$ cat src/rtl/kudu_dv_pkg.sv
// Shared DV memory types for the kudu bench: transaction record, region map,
// log flag bit positions and the memory arbiter state encoding.
package kudu_dv_pkg;

  localparam logic [31:0] DRAMStartAddr  = 32'h8000_0000;
  localparam logic [31:0] TsMapStartAddr = 32'h8300_0000;

  localparam int FlagPortId  = 0;
  localparam int FlagDecErr  = 1;
  localparam int FlagTimeout = 2;
  localparam int FlagTsMap   = 3;

  typedef struct packed {
    logic [7:0]  flag;
    logic        is_cap;
    logic        we;
    logic [3:0]  be;
    logic [29:0] addr32;
    logic [64:0] wdata;
    logic [64:0] rdata;
    logic        err;
  } mem_cmd_t;

  typedef enum logic [1:0] {
    ARB_IDLE  = 2'd0,
    ARB_ISSUE = 2'd1,
    ARB_WAIT  = 2'd2,
    ARB_RESP  = 2'd3
  } arb_state_e;

  // Offset form avoids overflow when start + size wraps past 2^32.
  function automatic logic is_dram(input logic [31:0] addr, input logic [31:0] size);
    return (addr >= DRAMStartAddr) && ((addr - DRAMStartAddr) < size);
  endfunction

  function automatic logic is_tsmap(input logic [31:0] addr, input logic [31:0] size);
    return (addr >= TsMapStartAddr) && ((addr - TsMapStartAddr) < size);
  endfunction

endpackage

$ cat src/rtl/kudu_rr_arb2.sv
// Two-way round-robin picker: on a tie the port that did not win last time
// is chosen; the winner is remembered only when a grant is actually issued.
module kudu_rr_arb2 (
  input  logic       clk_i,
  input  logic       rst_i,
  input  logic       en_i,
  input  logic [1:0] req_i,
  output logic [1:0] gnt_o,
  output logic       win_id_o
);

  logic r_last_winner;
  logic w_win_id;

  always_comb begin
    w_win_id = 1'b0;
    if (req_i == 2'b11) begin
      w_win_id = ~r_last_winner;
    end else begin
      w_win_id = req_i[1];
    end
  end

  always_comb begin
    gnt_o = 2'b00;
    if (en_i && (req_i != 2'b00)) begin
      gnt_o = w_win_id ? 2'b10 : 2'b01;
    end else begin
      gnt_o = 2'b00;
    end
  end

  assign win_id_o = w_win_id;

  always_ff @(posedge clk_i) begin
    if (rst_i) begin
      r_last_winner <= 1'b1;
    end else if (en_i && (req_i != 2'b00)) begin
      r_last_winner <= w_win_id;
    end
  end

endmodule

$ cat src/rtl/kudu_mem_arbiter.sv
// Arbitrates instruction-fetch and data ports onto one simulated memory port,
// one transaction in flight, and emits a mem_cmd_t log record per completion.
module kudu_mem_arbiter
  import kudu_dv_pkg::*;
#(
  parameter logic [31:0] DramSize      = 32'h0100_0000,
  parameter logic [31:0] TsMapSize     = 32'h0008_0000,
  parameter int unsigned TimeoutCycles = 64
) (
  input  logic                         clk_i,
  input  logic                         rst_i,
  input  logic [1:0]                   req_i,
  input  logic [1:0]                   we_i,
  input  logic [1:0]                   is_cap_i,
  input  logic [1:0][3:0]              be_i,
  input  logic [1:0][29:0]             addr32_i,
  input  logic [1:0][64:0]             wdata_i,
  output logic [1:0]                   gnt_o,
  output logic [1:0]                   rvalid_o,
  output logic [64:0]                  rdata_o,
  output logic                         err_o,
  output logic                         mem_req_o,
  output logic                         mem_we_o,
  output logic [3:0]                   mem_be_o,
  output logic [29:0]                  mem_addr32_o,
  output logic [64:0]                  mem_wdata_o,
  input  logic                         mem_gnt_i,
  input  logic                         mem_rvalid_i,
  input  logic [64:0]                  mem_rdata_i,
  input  logic                         mem_err_i,
  output logic                         cmd_valid_o,
  output logic [$bits(mem_cmd_t)-1:0]  cmd_o
);

  localparam int unsigned     CntW    = $clog2(TimeoutCycles);
  localparam logic [CntW-1:0] CntLast = CntW'(TimeoutCycles - 1);

  arb_state_e r_state;
  arb_state_e w_next_state;

  logic        w_arb_en;
  logic        w_win_id;
  logic [1:0]  w_win_gnt;
  logic [31:0] w_byte_addr;
  logic        w_in_dram;
  logic        w_in_tsmap;
  logic        w_legal;
  logic [7:0]  w_init_flag;
  mem_cmd_t    w_cmd;

  logic            r_id;
  logic            r_we;
  logic            r_is_cap;
  logic [3:0]      r_be;
  logic [29:0]     r_addr32;
  logic [64:0]     r_wdata;
  logic [64:0]     r_rdata;
  logic            r_err;
  logic [7:0]      r_flag;
  logic [CntW-1:0] r_cnt;

  // Reset gates the picker so no grant leaks out during the reset cycle.
  assign w_arb_en = (r_state == ARB_IDLE) && !rst_i;

  kudu_rr_arb2 u_rr_arb2 (
    .clk_i    (clk_i),
    .rst_i    (rst_i),
    .en_i     (w_arb_en),
    .req_i    (req_i),
    .gnt_o    (w_win_gnt),
    .win_id_o (w_win_id)
  );

  assign gnt_o       = w_win_gnt;
  assign w_byte_addr = {addr32_i[w_win_id], 2'b00};
  assign w_in_dram   = is_dram(w_byte_addr, DramSize);
  assign w_in_tsmap  = is_tsmap(w_byte_addr, TsMapSize);
  assign w_legal     = w_in_dram || w_in_tsmap;

  always_comb begin
    w_init_flag             = 8'h00;
    w_init_flag[FlagPortId] = w_win_id;
    w_init_flag[FlagDecErr] = ~w_legal;
    w_init_flag[FlagTsMap]  = w_in_tsmap;
  end

  always_comb begin
    w_next_state = r_state;
    case (r_state)
      ARB_IDLE: begin
        if (w_win_gnt != 2'b00) begin
          w_next_state = w_legal ? ARB_ISSUE : ARB_RESP;
        end else begin
          w_next_state = ARB_IDLE;
        end
      end
      ARB_ISSUE: begin
        if (mem_gnt_i) begin
          w_next_state = mem_rvalid_i ? ARB_RESP : ARB_WAIT;
        end else begin
          w_next_state = ARB_ISSUE;
        end
      end
      ARB_WAIT: begin
        if (mem_rvalid_i || (r_cnt == CntLast)) begin
          w_next_state = ARB_RESP;
        end else begin
          w_next_state = ARB_WAIT;
        end
      end
      ARB_RESP: w_next_state = ARB_IDLE;
      default:  w_next_state = ARB_IDLE;
    endcase
  end

  always_ff @(posedge clk_i) begin
    if (rst_i) begin
      r_state  <= ARB_IDLE;
      r_id     <= 1'b0;
      r_we     <= 1'b0;
      r_is_cap <= 1'b0;
      r_be     <= 4'h0;
      r_addr32 <= 30'd0;
      r_wdata  <= 65'd0;
      r_rdata  <= 65'd0;
      r_err    <= 1'b0;
      r_flag   <= 8'h00;
      r_cnt    <= '0;
    end else begin
      r_state <= w_next_state;
      case (r_state)
        ARB_IDLE: begin
          if (w_win_gnt != 2'b00) begin
            r_id     <= w_win_id;
            r_we     <= we_i[w_win_id];
            r_is_cap <= is_cap_i[w_win_id];
            r_be     <= be_i[w_win_id];
            r_addr32 <= addr32_i[w_win_id];
            // Plain word accesses carry only 32 meaningful data bits.
            r_wdata  <= is_cap_i[w_win_id] ? wdata_i[w_win_id]
                                           : {33'd0, wdata_i[w_win_id][31:0]};
            r_rdata  <= 65'd0;
            r_err    <= ~w_legal;
            r_flag   <= w_init_flag;
            r_cnt    <= '0;
          end
        end
        ARB_ISSUE: begin
          if (mem_gnt_i) begin
            r_cnt <= '0;
            if (mem_rvalid_i) begin
              r_rdata <= r_we ? 65'd0 : mem_rdata_i;
              r_err   <= mem_err_i;
            end
          end
        end
        ARB_WAIT: begin
          if (mem_rvalid_i) begin
            r_rdata <= r_we ? 65'd0 : mem_rdata_i;
            r_err   <= mem_err_i;
          end else if (r_cnt == CntLast) begin
            r_rdata             <= 65'd0;
            r_err               <= 1'b1;
            r_flag[FlagTimeout] <= 1'b1;
          end else begin
            r_cnt <= r_cnt + CntW'(1);
          end
        end
        default: begin
        end
      endcase
    end
  end

  // Memory-side and response-side outputs are decoded from registered state only.
  always_comb begin
    rvalid_o     = 2'b00;
    rdata_o      = 65'd0;
    err_o        = 1'b0;
    cmd_valid_o  = 1'b0;
    w_cmd        = '0;
    mem_req_o    = 1'b0;
    mem_we_o     = 1'b0;
    mem_be_o     = 4'h0;
    mem_addr32_o = 30'd0;
    mem_wdata_o  = 65'd0;
    case (r_state)
      ARB_ISSUE: begin
        mem_req_o    = 1'b1;
        mem_we_o     = r_we;
        mem_be_o     = r_be;
        mem_addr32_o = r_addr32;
        mem_wdata_o  = r_wdata;
      end
      ARB_RESP: begin
        rvalid_o[r_id] = 1'b1;
        rdata_o        = r_rdata;
        err_o          = r_err;
        cmd_valid_o    = 1'b1;
        w_cmd.flag     = r_flag;
        w_cmd.is_cap   = r_is_cap;
        w_cmd.we       = r_we;
        w_cmd.be       = r_be;
        w_cmd.addr32   = r_addr32;
        w_cmd.wdata    = r_wdata;
        w_cmd.rdata    = r_rdata;
        w_cmd.err      = r_err;
      end
      default: begin
      end
    endcase
  end

  assign cmd_o = w_cmd;

endmodule

$ cat config.mk
export PLATFORM = sky130hd
export DESIGN_NAME = kudu_mem_arbiter
export DESIGN_NICKNAME = d
export VERILOG_FILES = /design/src/rtl/kudu_dv_pkg.sv /design/src/rtl/kudu_rr_arb2.sv /design/src/rtl/kudu_mem_arbiter.sv
export SDC_FILE = /design/constraint.sdc
export NUM_CORES = 1
export LEC_CHECK = 0
export CAP_MARGIN = 0
export CORE_AREA = 2 2 241 243
export DETAILED_ROUTE_END_ITERATION = 7
export DIE_AREA = 0 0 243 245
export GPL_TIMING_DRIVEN = 1
export PLACE_DENSITY = 0.45
export SLEW_MARGIN = 5
export SYNTH_ARGS = -nofsm -noshare
export SYNTH_HDL_FRONTEND = slang
export SYNTH_SLANG_ARGS = --single-unit
$ cat constraint.sdc
create_clock -name clk_i -period 5.8 [get_ports clk_i]
set_input_delay 0.87 -clock clk_i [delete_from_list [all_inputs] [get_ports clk_i]]
set_output_delay 0.87 -clock clk_i [all_outputs]
set_load 0.02 [all_outputs]
Yosys cells after proc, flatten, opt, wreduce, memory -nomap -nowiden
Cells that the tools add are included.

operators by class
  eq/ne operators = 12
  magnitude comparators = 7
  bitwise operators = 2
  add/sub/neg operators = 3
  reductions and logical operators = 17
  muxes and demuxes = 53

operator list
  kind                                                                     count
  65-bit two-way mux                                                       11
  65-bit one-hot mux with 3 select lines                                   1
  171-bit two-way mux                                                      1
  30-bit two-way mux                                                       3
  32-bit >= comparator (second input constant)                             2
  32-bit subtractor (second input constant)                                2
  32-bit by 20-bit < comparator with 1-bit output (second input constant)  1
  32-bit by 25-bit < comparator with 1-bit output (second input constant)  1
  6-bit two-way mux                                                        4
  1-bit two-way mux                                                        18
  6-bit one-hot mux with 3 select lines                                    1
  2-bit two-way mux                                                        6
  4-bit two-way mux                                                        3
  2-bit inequality test (second input constant)                            5
  5-bit AND reduction                                                      2
  2-bit one-hot mux with 4 select lines                                    1
  6-bit by 1-bit adder with 6-bit output (second input constant)           1
  2-bit equality test (second input constant)                              3
  6-bit equality test (second input constant)                              1
  2-bit nonzero test                                                       3
  1-bit logical AND                                                        5
  1-bit by 2-bit < comparator with 1-bit output (second input constant)    2
  4-bit AND reduction                                                      1
  3-bit two-way mux                                                        1
  13 further kinds                                                         15

storage, ports and cells
  output and inout bits = 347
  flip-flop bits (word level) = 181
  bits of input ports = 274

Logic depth before layout (Yosys ltp)
  word-level depth = 11
  depth in mapped cells = 9
  gate-level depth less buffers = 7

Hierarchy
Synthesis repeated with hierarchy kept, for this count alone.

unflattened totals
  cell total of the unflattened synthesis = 1225
  area, all modules = 10034.6 um2

by module, submodules not included
  module            area an instance (um2)  sequential area each (um2)  cells each  times used
  kudu_mem_arbiter  9970.8                  3583.4                      1217        1
  kudu_rr_arb2      63.8                    20.0                        8           1

Worst setup path after synthesis
Ideal clock, no wire load.

  kind = input port to output port
  start point = input port req_i[1]
  end point = output port gnt_o[1]
  path buffers = 2
  data required time = 4.930 ns
  arrival time = 1.908 ns
  cell stages on the path = 4
  slack = 3.022 ns
  cells stage by stage = a21bo_2 -> clkbuf_1 -> buf_2 -> nor3_1

between the ends
  longest elaborated chain between the ends = 4
  elaborated cells on any way between the ends = 6
  classes of those cells = 1 x eq/ne; 3 x mux; 2 x reduce/logical

RTL lines
  what                   RTL line                RTL
  from (decl)            kudu_mem_arbiter.sv:12  input logic [1:0] req_i,
  2-bit equality test    kudu_rr_arb2.sv:17      if (req_i == 2'b11) begin
  1-bit two-way mux      kudu_rr_arb2.sv:17
  2-bit two-way mux      kudu_rr_arb2.sv:27      gnt_o = w_win_id ? 2'b10 : 2'b01;
  2-bit two-way mux (*)  kudu_rr_arb2.sv:26      if (en_i && (req_i != 2'b00)) begin
  to (decl)              kudu_mem_arbiter.sv:18  output logic [1:0] gnt_o,

Every way passes the cells marked *; elsewhere a longest branch is shown, timed or not.

Worst setup path after layout
  start point = register r_state[0]
  end point = output port cmd_o[138]

between the ends
  longest elaborated chain between the ends = 2

RTL lines
  what                    RTL line                 RTL
  from (decl)             kudu_mem_arbiter.sv:38   arb_state_e r_state;
  from (signal assigned)  kudu_mem_arbiter.sv:130  r_state <= w_next_state;
  2-bit equality test     kudu_mem_arbiter.sv:187  case (r_state)
  171-bit two-way mux     kudu_mem_arbiter.sv:187
  to (decl)               kudu_mem_arbiter.sv:32   output logic [$bits(mem_cmd_t)-1:0] cmd_o

No other way between the ends.

==> metrics.yaml <==
peakVddDrop_v: 0.0002338
hold_path.startpoint: "r_is_cap"
remaining_drc_errors: 0
synth-main-ff-cell: "dfxtp_1"
avgViaCountPerCell: 4.169
setup_viol: 0
die_h_microns: 245
grt_pass1_vias: 10850
critPathTopFamily: "buffers and inverters"
slew_viol_final: 0
fillers: 6186
required_ps: 4930
cts_setup_buffers: 0
leakage_nw: 6.039
multi_input_area_sq_um: 5268
cp_data_arrival_time_ps: 3210
cts_buffers: 17
wire_per_inst_microns: 19.77
area_growth_pct: 70.19
critical-path-slowest-cell: "buf_4"
cts_buffer_depth: 2
htreeDepth: 4
drt_iter0_markers: 389
crit_start: "r_state[0]"
cts_hold_buf: 0
grt_max_degree: 82
cts_resized: 0
cp-end-kind: "output pin"
async_reset_ff_share_pct: 0
worstSkewPairLatency_ps: 480
synth_seq_cells: 180
wl_microns: 50340
cts.sinks: 180
fin_tns_setup_ps: 0
yosysWarnings: 0
path_cells: "ha_4, buf_4, and2_1, clkdlybuf4s50_1"
hp-class: "register to register"
regArea_sq_um: 3603
synth.cell_area_sq_um: 9821
rsz0062_at_grt: "false"
die_area_sq_um: 59540
ys_top_cells_by_area: "dfxtp_1 (37%), and2_1 (17%), nand2_1 (9.1%)"
crit_fanout: 81
path_clk_slew_ps: 70
cts_root_buffer: "clkbuf_16"
drive_gt1_share_pct: 3.271
vias: 10620
synth_top_area_cell: "dfxtp_1"
portBuffers: 616
slowest_delay_ps: 720
layout.nets: 2041
overflow: 0
ys_types: 43
max_clock_freq_mhz: 245.3
yosysTopAreaCellShare_pct: 36.69
relSlewSlack_pct: 20.59
synth_edf_count: 0
ios: 621
seq_area_frac_synth_pct: 36.69
place_congestion: 0.8056
cts_tree: "done"
outcome: "completed"
p_per_area_nw_per_um2: 223.1
crit_type: "register to output pin"
syn_area_per_cell_sq_um: 7.607
min_period_over_period_pct: 70.30
crit_path_start_kind: "register"
dr.pass1.iters: 4
finClkSkew_ps: 11.48
total_power_mw: 3.729
track_usage_pct: 16.50
grt_pass1_wl_microns: 72020
initial_core_util_pct: 17.22
drv_cap: 0
drtAntennaViolNets: 0
dp_hpwl_microns: 37860
core-area_sq_um: 57030
dieWidth_microns: 243
rows: 88
fin_crit_ps: 4077
synth_cells: 1291
worstReg2RegStart: "r_state[0]"
worst_slew_pin_slew_ps: 1191
antenna_found_initial: 16
finalHoldViolCount: 0
critical_path.n_buffers_inverters: 2
-- tightest hold or removal path, stage by stage (launching register included) --
cell	delay, ps
dfxtp_1	310
nand2_1	50
nand2_1	40
-- sequential cells by signal, indices dropped and copies added (netlist names) --
signal,count
r_rdata,65
r_wdata,65
r_addr32,30
r_cnt,6
r_be,4
r_flag,4
r_state,2
r_err,1
r_is_cap,1
r_we,1
u_rr_arb2.r_last_winner,1
-- metal layers --
metal  wire length [microns]  track usage (%)  share of wire, %  up-vias
met5                      30                0             0.060        -
met4                    1483            6.604               2.9        4
met3                    3568            5.336               7.1       55
met2                   24500            28.63                49      437
met1                   20760            18.69                41     4951
li1                        -                -                 -     5171
-- cell usage after synthesis (2+ instances only) --
library cell / count
ha_1: 5
nand3_1: 69
nor2_1: 81
nor3b_1: 3
buf_2: 20
mux2i_1: 34
buf_4: 71
nand4b_1: 2
a221oi_1: 2
inv_1: 5
xor2_1: 4
nor4_1: 2
nand2_1: 239
a21oi_1: 74
a311oi_1: 67
nor2b_1: 2
a211o_1: 2
buf_6: 6
dfxtp_1: 180
o21ai_0: 25
and3_1: 3
nor4b_1: 3
clkbuf_1: 77
nor3_1: 3
o31a_1: 2
o21ai_1: 11
nand4_1: 3
a21o_1: 2
buf_1: 7
and2_1: 272
a211oi_1: 3
-- layout by cell type, fill, tap and decap left out, types with 2 or more instances in the layout --
master,n
clkdlybuf4s50_1,615
and2_1,272
nand2_1,239
dfxtp_1,180
nor2_1,80
a21oi_1,74
nand3_1,69
a311oi_1,67
mux2i_1,34
o21ai_0,25
clkbuf_16,17
buf_4,13
o21ai_1,11
diode_2,9
inv_6,6
inv_1,5
xor2_1,4
conb_1,4
nor3_1,3
and3_1,3
nor4b_1,3
a211oi_1,3
nand4_1,3
ha_1,3
nor2b_1,2
a211o_1,2
nand4b_1,2
nor3b_1,2
a221oi_1,2
a21o_1,2
ha_4,2
clkinv_4,2
clkinvlp_4,2
-- path summary, 6_finish.rpt --
| check | to | slack, ps | cells after the start |
|---|---|---|---|
| min reg2reg | r_is_cap | 440 | 2 |
| max | cmd_o[138] | 1720 | 4 |
| max reg2reg | r_rdata[51] | 2440 | 7 |
| min | r_is_cap | 440 | 2 |
-- where the power goes --
group          total, mW  switching (mW)  internal (mW)
clock network       1.19           0.583          0.606
registers           1.47           0.110           1.36
logic               1.07           0.614          0.453
-- metrics by stage --
stage / worst slack, ps / cell area [sq um] / instances / hold slack [ps] / utilization (%)
after floorplan: 3022 / 9832 / 1294 / 415.4 / -
after global placement: 1708 / 16130 / 2508 / 430.6 / 28.28
after detailed placement: 1732 / 16130 / 2508 / 433.0 / 28.28
after CTS: 1499 / 16690 / 2538 / 443.2 / 29.26
after global routing: 1435 / 16700 / 2543 / 464.6 / 29.29
final: 1723 / 16710 / 2547 / 441.1 / 29.30
-- kinds of logic (layout without fill, tap and decap cells) --
| family | Yosys count | after routing | synth area share (%) |
|---|---|---|---|
| AO/OA/AOI/OAI | 196 | 196 | 13.51 |
| XOR/XNOR | 4 | 4 | 0.3567 |
| adder cells (fa/ha/maj) | 5 | 5 | 0.6370 |
| buffers and inverters | 186 | 665 | 10.54 |
| flip-flops | 180 | 180 | 36.69 |
| multiplexers | 34 | 34 | 3.465 |
| other | 1 | 13 | 0.03818 |
| AND/OR/NAND/NOR | 685 | 685 | 34.77 |
-- final cells by class --
type,count,area share (%)
multi-input cells,928,31.52
diodes,9,0.1348
flip-flops and latches,180,21.56
inverters,5,0.1123
clock inverters,12,0.7187
clock buffers,18,2.628
well taps,765,5.727
repair buffers,630,37.60
No activity file was read; power rests on OpenSTA's default activity.
